==> src/rtl/riscv_pipe_pkg.sv <==
// Shared pipeline constants, register-address type and hazard FSM state type.
package riscv_pipe_pkg;

    localparam int unsigned REG_ADDR_W   = 5;
    localparam int unsigned SB_DEPTH     = 3;
    // A taken jump squashes its own cycle plus one FLUSH cycle.
    localparam int unsigned FLUSH_CYCLES = 2;

    typedef logic [REG_ADDR_W-1:0] reg_addr_t;

    typedef enum logic [0:0] {
        StRun,
        StFlush
    } hz_state_e;

    // A source only conflicts with an in-flight write when it names a real register (not x0).
    function automatic logic reg_match(input reg_addr_t src, input reg_addr_t dst);
        return (src != '0) && (src == dst);
    endfunction

endpackage

==> src/rtl/hazard_control_if.sv <==
// Decode-stage request signals and hazard-unit control responses.
interface hazard_control_if;
    import riscv_pipe_pkg::*;

    reg_addr_t   a0;
    reg_addr_t   a1;
    reg_addr_t   a2_hazard;
    logic        jmp_taken;
    logic        mem_wait;
    logic        stall;
    logic        squash;
    logic        fetch_hold;
    logic [15:0] stall_count;

    // Pipeline side: presents decode operands and execute/memory status.
    modport master (
        output a0, a1, a2_hazard, jmp_taken, mem_wait,
        input  stall, squash, fetch_hold, stall_count
    );

    // Hazard unit side.
    modport slave (
        input  a0, a1, a2_hazard, jmp_taken, mem_wait,
        output stall, squash, fetch_hold, stall_count
    );

endinterface

==> src/rtl/hazard_scoreboard.sv <==
// In-flight destination register slots (ex, mem, wb) and RAW comparators.
module hazard_scoreboard
    import riscv_pipe_pkg::*;
(
    input  logic      clk,
    input  logic      rst,
    input  logic      advance,
    input  reg_addr_t dst_in,
    input  reg_addr_t src0,
    input  reg_addr_t src1,
    output logic      raw
);

    reg_addr_t sb_q [SB_DEPTH];

    // Shift the slots toward writeback on every non-stalled cycle.
    always_ff @(posedge clk) begin
        if (rst) begin
            for (int i = 0; i < int'(SB_DEPTH); i++) begin
                sb_q[i] <= '0;
            end
        end else if (advance) begin
            sb_q[0] <= dst_in;
            for (int i = 1; i < int'(SB_DEPTH); i++) begin
                sb_q[i] <= sb_q[i-1];
            end
        end
    end

    // Any source register matching any in-flight destination is a RAW hazard.
    always_comb begin
        raw = 1'b0;
        for (int i = 0; i < int'(SB_DEPTH); i++) begin
            raw = raw | reg_match(src0, sb_q[i]) | reg_match(src1, sb_q[i]);
        end
    end

endmodule

==> src/rtl/hazard_control.sv <==
// Pipeline hazard control: memory freeze, jump flush and RAW interlock with hold counter.
module hazard_control
    import riscv_pipe_pkg::*;
(
    input  logic             clk,
    input  logic             rst,
    hazard_control_if.slave  hz
);

    hz_state_e   state_q;
    logic [15:0] count_q;
    logic        raw;
    logic        advance;
    reg_addr_t   dst_in;

    assign advance = ~hz.mem_wait;
    // A squashed decode instruction never reaches execute, so it claims no register.
    assign dst_in  = hz.squash ? '0 : hz.a2_hazard;

    hazard_scoreboard u_scoreboard (
        .clk     (clk),
        .rst     (rst),
        .advance (advance),
        .dst_in  (dst_in),
        .src0    (hz.a0),
        .src1    (hz.a1),
        .raw     (raw)
    );

    // Same-cycle control outputs; priority is reset, mem_wait, jump/flush, then raw.
    always_comb begin
        hz.stall      = 1'b0;
        hz.squash     = 1'b0;
        hz.fetch_hold = 1'b0;
        if (rst) begin
            hz.squash = 1'b1;
        end else if (hz.mem_wait) begin
            hz.stall = 1'b1;
        end else if (hz.jmp_taken || (state_q == StFlush)) begin
            hz.squash = 1'b1;
        end else if (raw) begin
            hz.squash     = 1'b1;
            hz.fetch_hold = 1'b1;
        end
    end

    assign hz.stall_count = count_q;

    // FSM and saturating hold counter; both freeze while the pipeline is stalled.
    always_ff @(posedge clk) begin
        if (rst) begin
            state_q <= StRun;
            count_q <= '0;
        end else if (!hz.mem_wait) begin
            state_q <= hz.jmp_taken ? StFlush : StRun;
            if (hz.fetch_hold && (count_q != 16'hFFFF)) begin
                count_q <= count_q + 16'd1;
            end
        end
    end

endmodule

==> src/flat_wrapper.sv <==
// flat-port wrapper written by rule: the top's interface ports become plain ports
module hazard_control_flat import riscv_pipe_pkg::*;
  (clk, rst, hz_a0, hz_a1, hz_a2_hazard, hz_jmp_taken, hz_mem_wait, hz_stall, hz_squash, hz_fetch_hold, hz_stall_count);
  hazard_control_if hz_i ();
  input  logic clk;
  input  logic rst;
  input wire logic [$bits(hz_i.a0)-1:0] hz_a0;
  input wire logic [$bits(hz_i.a1)-1:0] hz_a1;
  input wire logic [$bits(hz_i.a2_hazard)-1:0] hz_a2_hazard;
  input wire logic [$bits(hz_i.jmp_taken)-1:0] hz_jmp_taken;
  input wire logic [$bits(hz_i.mem_wait)-1:0] hz_mem_wait;
  output wire logic [$bits(hz_i.stall)-1:0] hz_stall;
  output wire logic [$bits(hz_i.squash)-1:0] hz_squash;
  output wire logic [$bits(hz_i.fetch_hold)-1:0] hz_fetch_hold;
  output wire logic [$bits(hz_i.stall_count)-1:0] hz_stall_count;
  assign hz_i.a0 = hz_a0;
  assign hz_i.a1 = hz_a1;
  assign hz_i.a2_hazard = hz_a2_hazard;
  assign hz_i.jmp_taken = hz_jmp_taken;
  assign hz_i.mem_wait = hz_mem_wait;
  assign hz_stall = hz_i.stall;
  assign hz_squash = hz_i.squash;
  assign hz_fetch_hold = hz_i.fetch_hold;
  assign hz_stall_count = hz_i.stall_count;
  hazard_control u_core (.clk(clk), .rst(rst), .hz(hz_i));
endmodule
==> config.mk <==
export PLATFORM = sky130hd
export DESIGN_NAME = hazard_control_flat
export DESIGN_NICKNAME = d
export VERILOG_FILES = /design/src/rtl/riscv_pipe_pkg.sv /design/src/rtl/hazard_control_if.sv /design/src/rtl/hazard_scoreboard.sv /design/src/rtl/hazard_control.sv /design/src/flat_wrapper.sv
export SDC_FILE = /design/constraint.sdc
export NUM_CORES = 1
export LEC_CHECK = 0
export BUFFER_PORTS_ARGS = -buffer_cell sky130_fd_sc_hd__buf_2
export CAP_MARGIN = 40
export CORE_AREA = 2 2 65 67
export DETAILED_ROUTE_END_ITERATION = 10
export DIE_AREA = 0 0 67 69
export PLACE_DENSITY = 0.73
export SLEW_MARGIN = 10
export SYNTH_ARGS = -nofsm -noshare
export SYNTH_HDL_FRONTEND = slang
export SYNTH_SLANG_ARGS = --single-unit
==> constraint.sdc <==
create_clock -name clk -period 2.05 [get_ports clk]
set_clock_uncertainty 0.1 [all_clocks]
set_input_delay 0.1025 -clock clk [delete_from_list [all_inputs] [get_ports clk]]
set_output_delay 0.1025 -clock clk [all_outputs]
set_load 0.02 [all_outputs]
==> results of run 1 <==
[state kept, by name (all words and copies together) (netlist names)]
register and flops:
u_core.hz.stall_count 16, u_core.u_scoreboard.sb_q 15, u_core.state_q 1
[cell type report]
cell class	instances	area share [%]
Clock buffer	7	2.87
Clock inverter	1	0.188
Inverter	4	0.564
Multi-Input combinational cell	146	45.7
Sequential cell	32	29.9
Tap cell	50	2.35
Timing Repair Buffer	68	18.4
[stage by stage]
stage	cells	TNS (ns)	total power [uW]	hold slack, ns	util, %
after floorplan	190	0	863	0.146	-
final	308	-3.59	1530	0.0316	68.0
after CTS	306	-1.53	1480	0.0125	62.7
after global routing	308	-5.34	1590	0.0279	68.0
after detailed placement	290	-1.20	939	0.287	56.5
after global placement	290	-0.984	938	0.288	56.5
[final timing paths]
check,startpoint,endpoint,slack (ns),depth (start not counted)
max reg2reg,u_core.u_scoreboard.sb_q[0][9],u_core.hz.stall_count[8],-0.29,9
max,u_core.u_scoreboard.sb_q[0][9],u_core.hz.stall_count[8],-0.29,9
min reg2reg,u_core.hz.stall_count[12],u_core.hz.stall_count[12],0.40,2
min,hz_a2_hazard[1],u_core.u_scoreboard.sb_q[0][1],0.03,2
[timing repair]
item / 4_1_cts / 5_1_grt
cloned: 1 / 0
resized for setup: 16 / 42
setup endpoints to repair: 16 / 23
pin swaps: 18 / 25
hold endpoints to repair: 1 / 0
hold buffers: 1 / 0
setup buffers: 6 / 2
[logic make-up after synthesis]
family	count (synthesis)	synth area share (%)
AO/OA/AOI/OAI	36	12.5
XOR/XNOR	30	14.4
adder cells (fa/ha/maj)	1	0.683
buffers and inverters	13	3.69
flip-flops	32	43.2
multiplexers	1	0.547
AND/OR/NAND/NOR	77	25.0
[worst max-delay path, cell delays in order, from the launching register on]
cell and delay [ns]:
edfxtp_1 0.43, xnor2_1 0.21, nand3_1 0.11, o32ai_2 0.29
o22ai_2 0.11, buf_4 0.15, and3_4 0.21, buf_8 0.16
o31ai_1 0.33, a21oi_1 0.11
[cells in the final DEF (no fill, tap or decap), drive strengths merged, types with 7 or more instances in the layout]
cell	netlist	routed
a21oi	14	14
and2	10	10
and3	12	13
buf	6	67
clkbuf	3	7
dfxtp	17	17
edfxtp	15	15
nand3	18	18
o31ai	12	12
or4	13	13
xnor2	19	19
xor2	11	11
[report_power, final]
group / internal [uW] / switching, uW / leakage, uW
Combinational: 174 / 175 / 0.000677
Sequential: 691 / 19.4 / 0.000306
Clock: 238 / 236 / 0.0000422
Total: 1100 / 430 / 0.00102
[layer usage]
metal | track usage, % | share of wire, % | up-vias
met4 | 5.90 | 2.0 | 0
li1 | - | - | 851
met3 | 4.57 | 5.1 | 9
met1 | 29.1 | 44 | 844
met2 | 30.5 | 49 | 57
met5 | 0 | 0 | -
==> results.json, run 1 <==
{
  "yosys.area.top_type": "edfxtp_1",
  "clk_pin_slew_ns": 0.07,
  "max_freq_mhz": 427,
  "crit_type": "flip-flop to flip-flop",
  "required_ns": 2.12,
  "setup_viol": 21,
  "port_buffers": 37,
  "nFillCells": 318,
  "seq_area_frac_synth_pct": 43.2,
  "syn_inst": 190,
  "cts_sinks": 32,
  "drc": 0,
  "ir_drop_v": 0.000539,
  "synth-edff-count": 15,
  "insertion_delay_ns": 0.28,
  "die_width_um": 67,
  "syn_nets": 210,
  "grt_overflow": 0,
  "yosys-top-cells-area": "edfxtp_1 25%, dfxtp_1 19%, xnor2_1 9.1%",
  "syn_area_sq_um": 1830,
  "register_area_sq_um": 797,
  "cts_max_path_buffers": 2,
  "drt_iter0_markers": 98,
  "dieArea_sq_um": 4620,
  "die_y_um": 69,
  "area_delta_synth_final_pct": 45.4,
  "drt_wl_total_um": 4860,
  "grt_pass1_wl_um": 7310,
  "p_leak_uw": 0.00102,
  "hold_path.class": "primary input to flip-flop",
  "synth_cell_types": 33,
  "post-route-cell-area_sq_um": 2660,
  "place_area_sq_um": 2210,
  "first_pass_iters": 4,
  "post-route-min-period_ns": 2.34,
  "setup_ws_ns": -0.290,
  "slew_headroom_pct": 60.0,
  "cts_made_buffers": 5,
  "detailed_place_hpwl_um": 2830,
  "rows": 23,
  "num_vias": 1761,
  "grt_start_max_net_pins": 23,
  "async_flop_share_pct": 0,
  "yosys_register_bits": 32,
  "nets": 277,
  "crit_path_max_fanout": 7,
  "wl_per_cell_um": 15.8,
  "max_cap_violations": 0,
  "diodes": 0,
  "fin_crit_sh_pct": 114,
  "cellPowerDensity_nw_per_um2": 576,
  "outcome": "finished, violations left",
  "antenna_left": 0,
  "yosys_warnings": 0,
  "grtUsageTotal_pct": 20.3,
  "yosys.area.top_type_share_pct": 24.6,
  "yosysMostFrequentCell": "xnor2_1",
  "violations": "negative setup slack",
  "crit_arrival_ns": 2.41,
  "grt_pass1_vias": 1553,
  "antenna_found_initial": 0,
  "ys_top_cells_by_count": "19 x xnor2_1, 18 x nand3_1, 17 x dfxtp_1",
  "num_io_pins": 38,
  "fp.coreArea_sq_um": 3910,
  "drive_gt1_share_pct": 47.7,
  "start_kind": "flip-flop",
  "hold_violations": 0,
  "preCtsSetupSlack_ns": -0.107,
  "multi_input_area_sq_um": 1220,
  "worstMarginPinSlew_ns": 0.599,
  "postSynthAreaPerCell_sq_um": 9.63,
  "via_per_inst": 5.72,
  "cts_root_buffer": "clkbuf_8",
  "slew_violations": 0,
  "htree_levels": 2,
  "gp_routability_congestion": 0.852,
  "rsz0062_at_grt": "true",
  "cts_tree": "yes",
  "synth_ff_type": "dfxtp_1",
  "initial_core_util_pct": 46.8,
  "end_kind": "flip-flop"
}
Note: power is estimated with default switching activity, not from simulation.
==> run 2, diff against run 1 <==
Settings changed: CORE_AREA 2 2 65 67 to 2 2 66 68, DIE_AREA 0 0 67 69 to 0 0 68 70, PLACE_DENSITY 0.73 to 0.72, SYNTH_HIERARCHICAL set to 1.
==> run 2 against run 1 <==
  * The flow still finishes with violations (negative setup slack)
  * Hold slack is essentially flat
  * Worst setup slack worse by 0.48 ns
  * Sequential share of layout area is 0.67 points higher
  * Die area increased by 3.0%
  * First-iteration DRC count is 12% lower
  * Utilization down 5.7 points
  * Final area decreased by 3.0%
  * Sequential cell count unchanged
  * Critical endpoint is now u_core/hz.stall_count[0]
==> results.json, run 2 <==
{
  "outcome": "finished, violations left",
  "violations": "negative setup slack",
  "wl_met2_um": 2280,
  "max_freq_mhz": 355,
  "rows": 24,
  "gp_routability_congestion": 0.849,
  "crit_family": "simple AND/OR/NAND/NOR gates",
  "yosys-top-cells-area": "edfxtp_1 24%, dfxtp_1 18%, xnor2_1 9.4%",
  "synth_ff_type": "dfxtp_1",
  "area_delta_synth_final_pct": 39.0,
  "clk_pin_slew_ns": 0.07,
  "num_io_pins": 38,
  "yosys_warnings": 6,
  "syn_inst": 195,
  "grt_pass1_vias": 1597,
  "ys_top_cells_by_count": "20 x and2_1, 20 x xnor2_1, 17 x dfxtp_1",
  "antenna_left": 0,
  "drt_wl_total_um": 4560,
  "post-route-util_pct": 62.3,
  "cts_sinks": 32,
  "htree_levels": 2,
  "first_pass_iters": 4,
  "placedCellCount": 301,
  "wl_met1_um": 1960,
  "drt_iter0_markers": 86,
  "cts_made_buffers": 5,
  "grtUsageTotal_pct": 20.4,
  "crit_buf_inv": 4,
  "multi_input_area_sq_um": 1160,
  "crit_chain": "buf_4, xnor2_1, nand3_1, o32ai_2, o21ai_1, o21ai_2, or3b_4, buf_6, or2_4, buf_4, buf_6, or3_1, a21oi_2",
  "required_ns": 2.17,
  "fp.coreArea_sq_um": 4140,
  "mostFrequentLayoutCell": "buf_2",
  "detailed_place_hpwl_um": 3200,
  "slew_headroom_pct": 76.6,
  "hp-start": "hz_mem_wait",
  "post-route-cell-area_sq_um": 2580,
  "hold_path.class": "primary input to flip-flop",
  "largest_reg_flops": 16,
  "synth.mux.area_fraction_pct": 2.29,
  "fin_crit_sh_pct": 137,
  "grt_overflow": 0,
  "max_cap_violations": 0,
  "port_buffers": 37,
  "place_area_sq_um": 2300,
  "cts_root_buffer": "clkbuf_8",
  "postSynthAreaPerCell_sq_um": 9.53,
  "synth_top_family_by_area": "simple AND/OR/NAND/NOR gates",
  "synth_xor_area_share_pct": 14.1,
  "synth-adder-area-share_pct": 0.673,
  "highest_layer": "met4",
  "yosys_register_bits": 32,
  "drive_gt1_share_pct": 38.0,
  "die_width_um": 68,
  "grt_start_max_net_pins": 23,
  "async_flop_share_pct": 0,
  "syn_nets": 215,
  "start_kind": "flip-flop",
  "synth_compound_area_share_pct": 10.8,
  "slew_violations": 0,
  "post-route-min-period_ns": 2.82,
  "cellPowerDensity_nw_per_um2": 578,
  "slowest_stage": "edfxtp_1",
  "antenna_found_initial": 0,
  "cts_max_path_buffers": 2,
  "cp_slowest_stage_delay_ns": 0.43,
  "final_cells": 315,
  "setup_viol": 23,
  "final_cell_mix": "36 x buf_2, 21 x buf_4, 20 x and2_1, 20 x xnor2_1, 17 x dfxtp_1",
  "die_y_um": 70,
  "route.met3.wl_um": 264,
  "dieArea_sq_um": 4760,
  "via_per_inst": 5.44,
  "grt_pass1_wl_um": 7330,
  "reg2reg_from": "u_core/u_scoreboard/sb_q[0][2]",
  "seq_area_frac_synth_pct": 42.6,
  "synth_cell_types": 40,
  "total_power_uw": 1490,
  "crit_path_max_fanout": 4,
  "crit_arrival_ns": 2.93,
  "register_area_sq_um": 791,
  "nets": 282,
  "p_leak_uw": 0.00101,
  "yosys.area.top_type_share_pct": 24.2,
  "yosys.area_share.simple_pct": 27.2,
  "yosys.area.top_type": "edfxtp_1",
  "drc": 0,
  "wl_per_cell_um": 14.5,
  "worstMarginPinSlew_ns": 0.351,
  "preCtsSetupSlack_ns": -0.821,
  "cp-startpoint": "u_core/u_scoreboard/sb_q[0][2]",
  "crit_type": "flip-flop to flip-flop",
  "ir_drop_v": 0.000276,
  "diodes": 0,
  "syn_area_sq_um": 1860,
  "hold_violations": 0,
  "insertion_delay_ns": 0.28,
  "synth-edff-count": 15,
  "initial_core_util_pct": 44.8,
  "cts_tree": "yes",
  "end_kind": "flip-flop",
  "nFillCells": 344,
  "rsz0062_at_grt": "true",
  "setup_ws_ns": -0.767,
  "num_vias": 1714
}
==> run 2: layer usage <==
layer	GRT usage [%]	vias up
met5	0	-
met4	6.00	0
li1	-	848
met3	5.48	4
met1	26.5	816
met2	32.9	46
==> run 2: cells by family (layout without fill, tap and decap cells) <==
group	count (synthesis)	in the layout
and+or+nand+nor	88	88
AOI/OAI and AO/OA	29	29
buffers and inverters	11	79
xor gates and xnor gates	30	30
DFF	32	32
adders and majority gates	1	1
muxes	4	4
==> run 2: worst paths after layout <==
path                                   end  slack, ns  cells after the start
setup / recovery  u_core/hz.stall_count[0]      -0.77                     13
hold reg to reg             u_core/state_q       0.41                      2
setup reg to reg  u_core/hz.stall_count[0]      -0.77                     13
hold / removal              u_core/state_q       0.03                      3
==> run 2: cell type report <==
class | count | share of cell area, %
Multi-Input combinational cell | 152 | 44.8
Inverter | 6 | 1.02
Sequential cell | 32 | 30.6
Clock inverter | 2 | 1.36
Timing Repair Buffer | 65 | 16.9
Clock buffer | 6 | 2.81
Tap cell | 52 | 2.52
==> run 2: power by group <==
part / switching, uW / total [uW] / internal, uW
Sequential: 18.1 / 707 / 689
Clock: 226 / 586 / 360
Combinational: 100 / 200 / 100
Total: 344 / 1490 / 1150
==> run 2: stage by stage <==
| stage | setup TNS [ns] | hold WS (ns) |
|---|---|---|
| floorplan | -7.38 | 0.146 |
| global placement | -11.98 | 0.276 |
| detailed placement | -12.30 | 0.282 |
| CTS | -12.00 | 0.0185 |
| global route | -16.02 | 0.0494 |
| finish | -11.90 | 0.0313 |
==> run 2: timing repair <==
action                                 CTS  global route
cloned                                   0             0
pin swaps                               23            10
hold buffers                             1             0
setup buffers                            4             2
gates resized for setup                 21             7
setup endpoints to repair               23            23
endpoints found under the hold margin    1             0
==> run 2: worst min-delay path, cell delays in order <==
cell	delay, ns
buf_2	0.12
mux2i_1	0.07
nor2_1	0.07
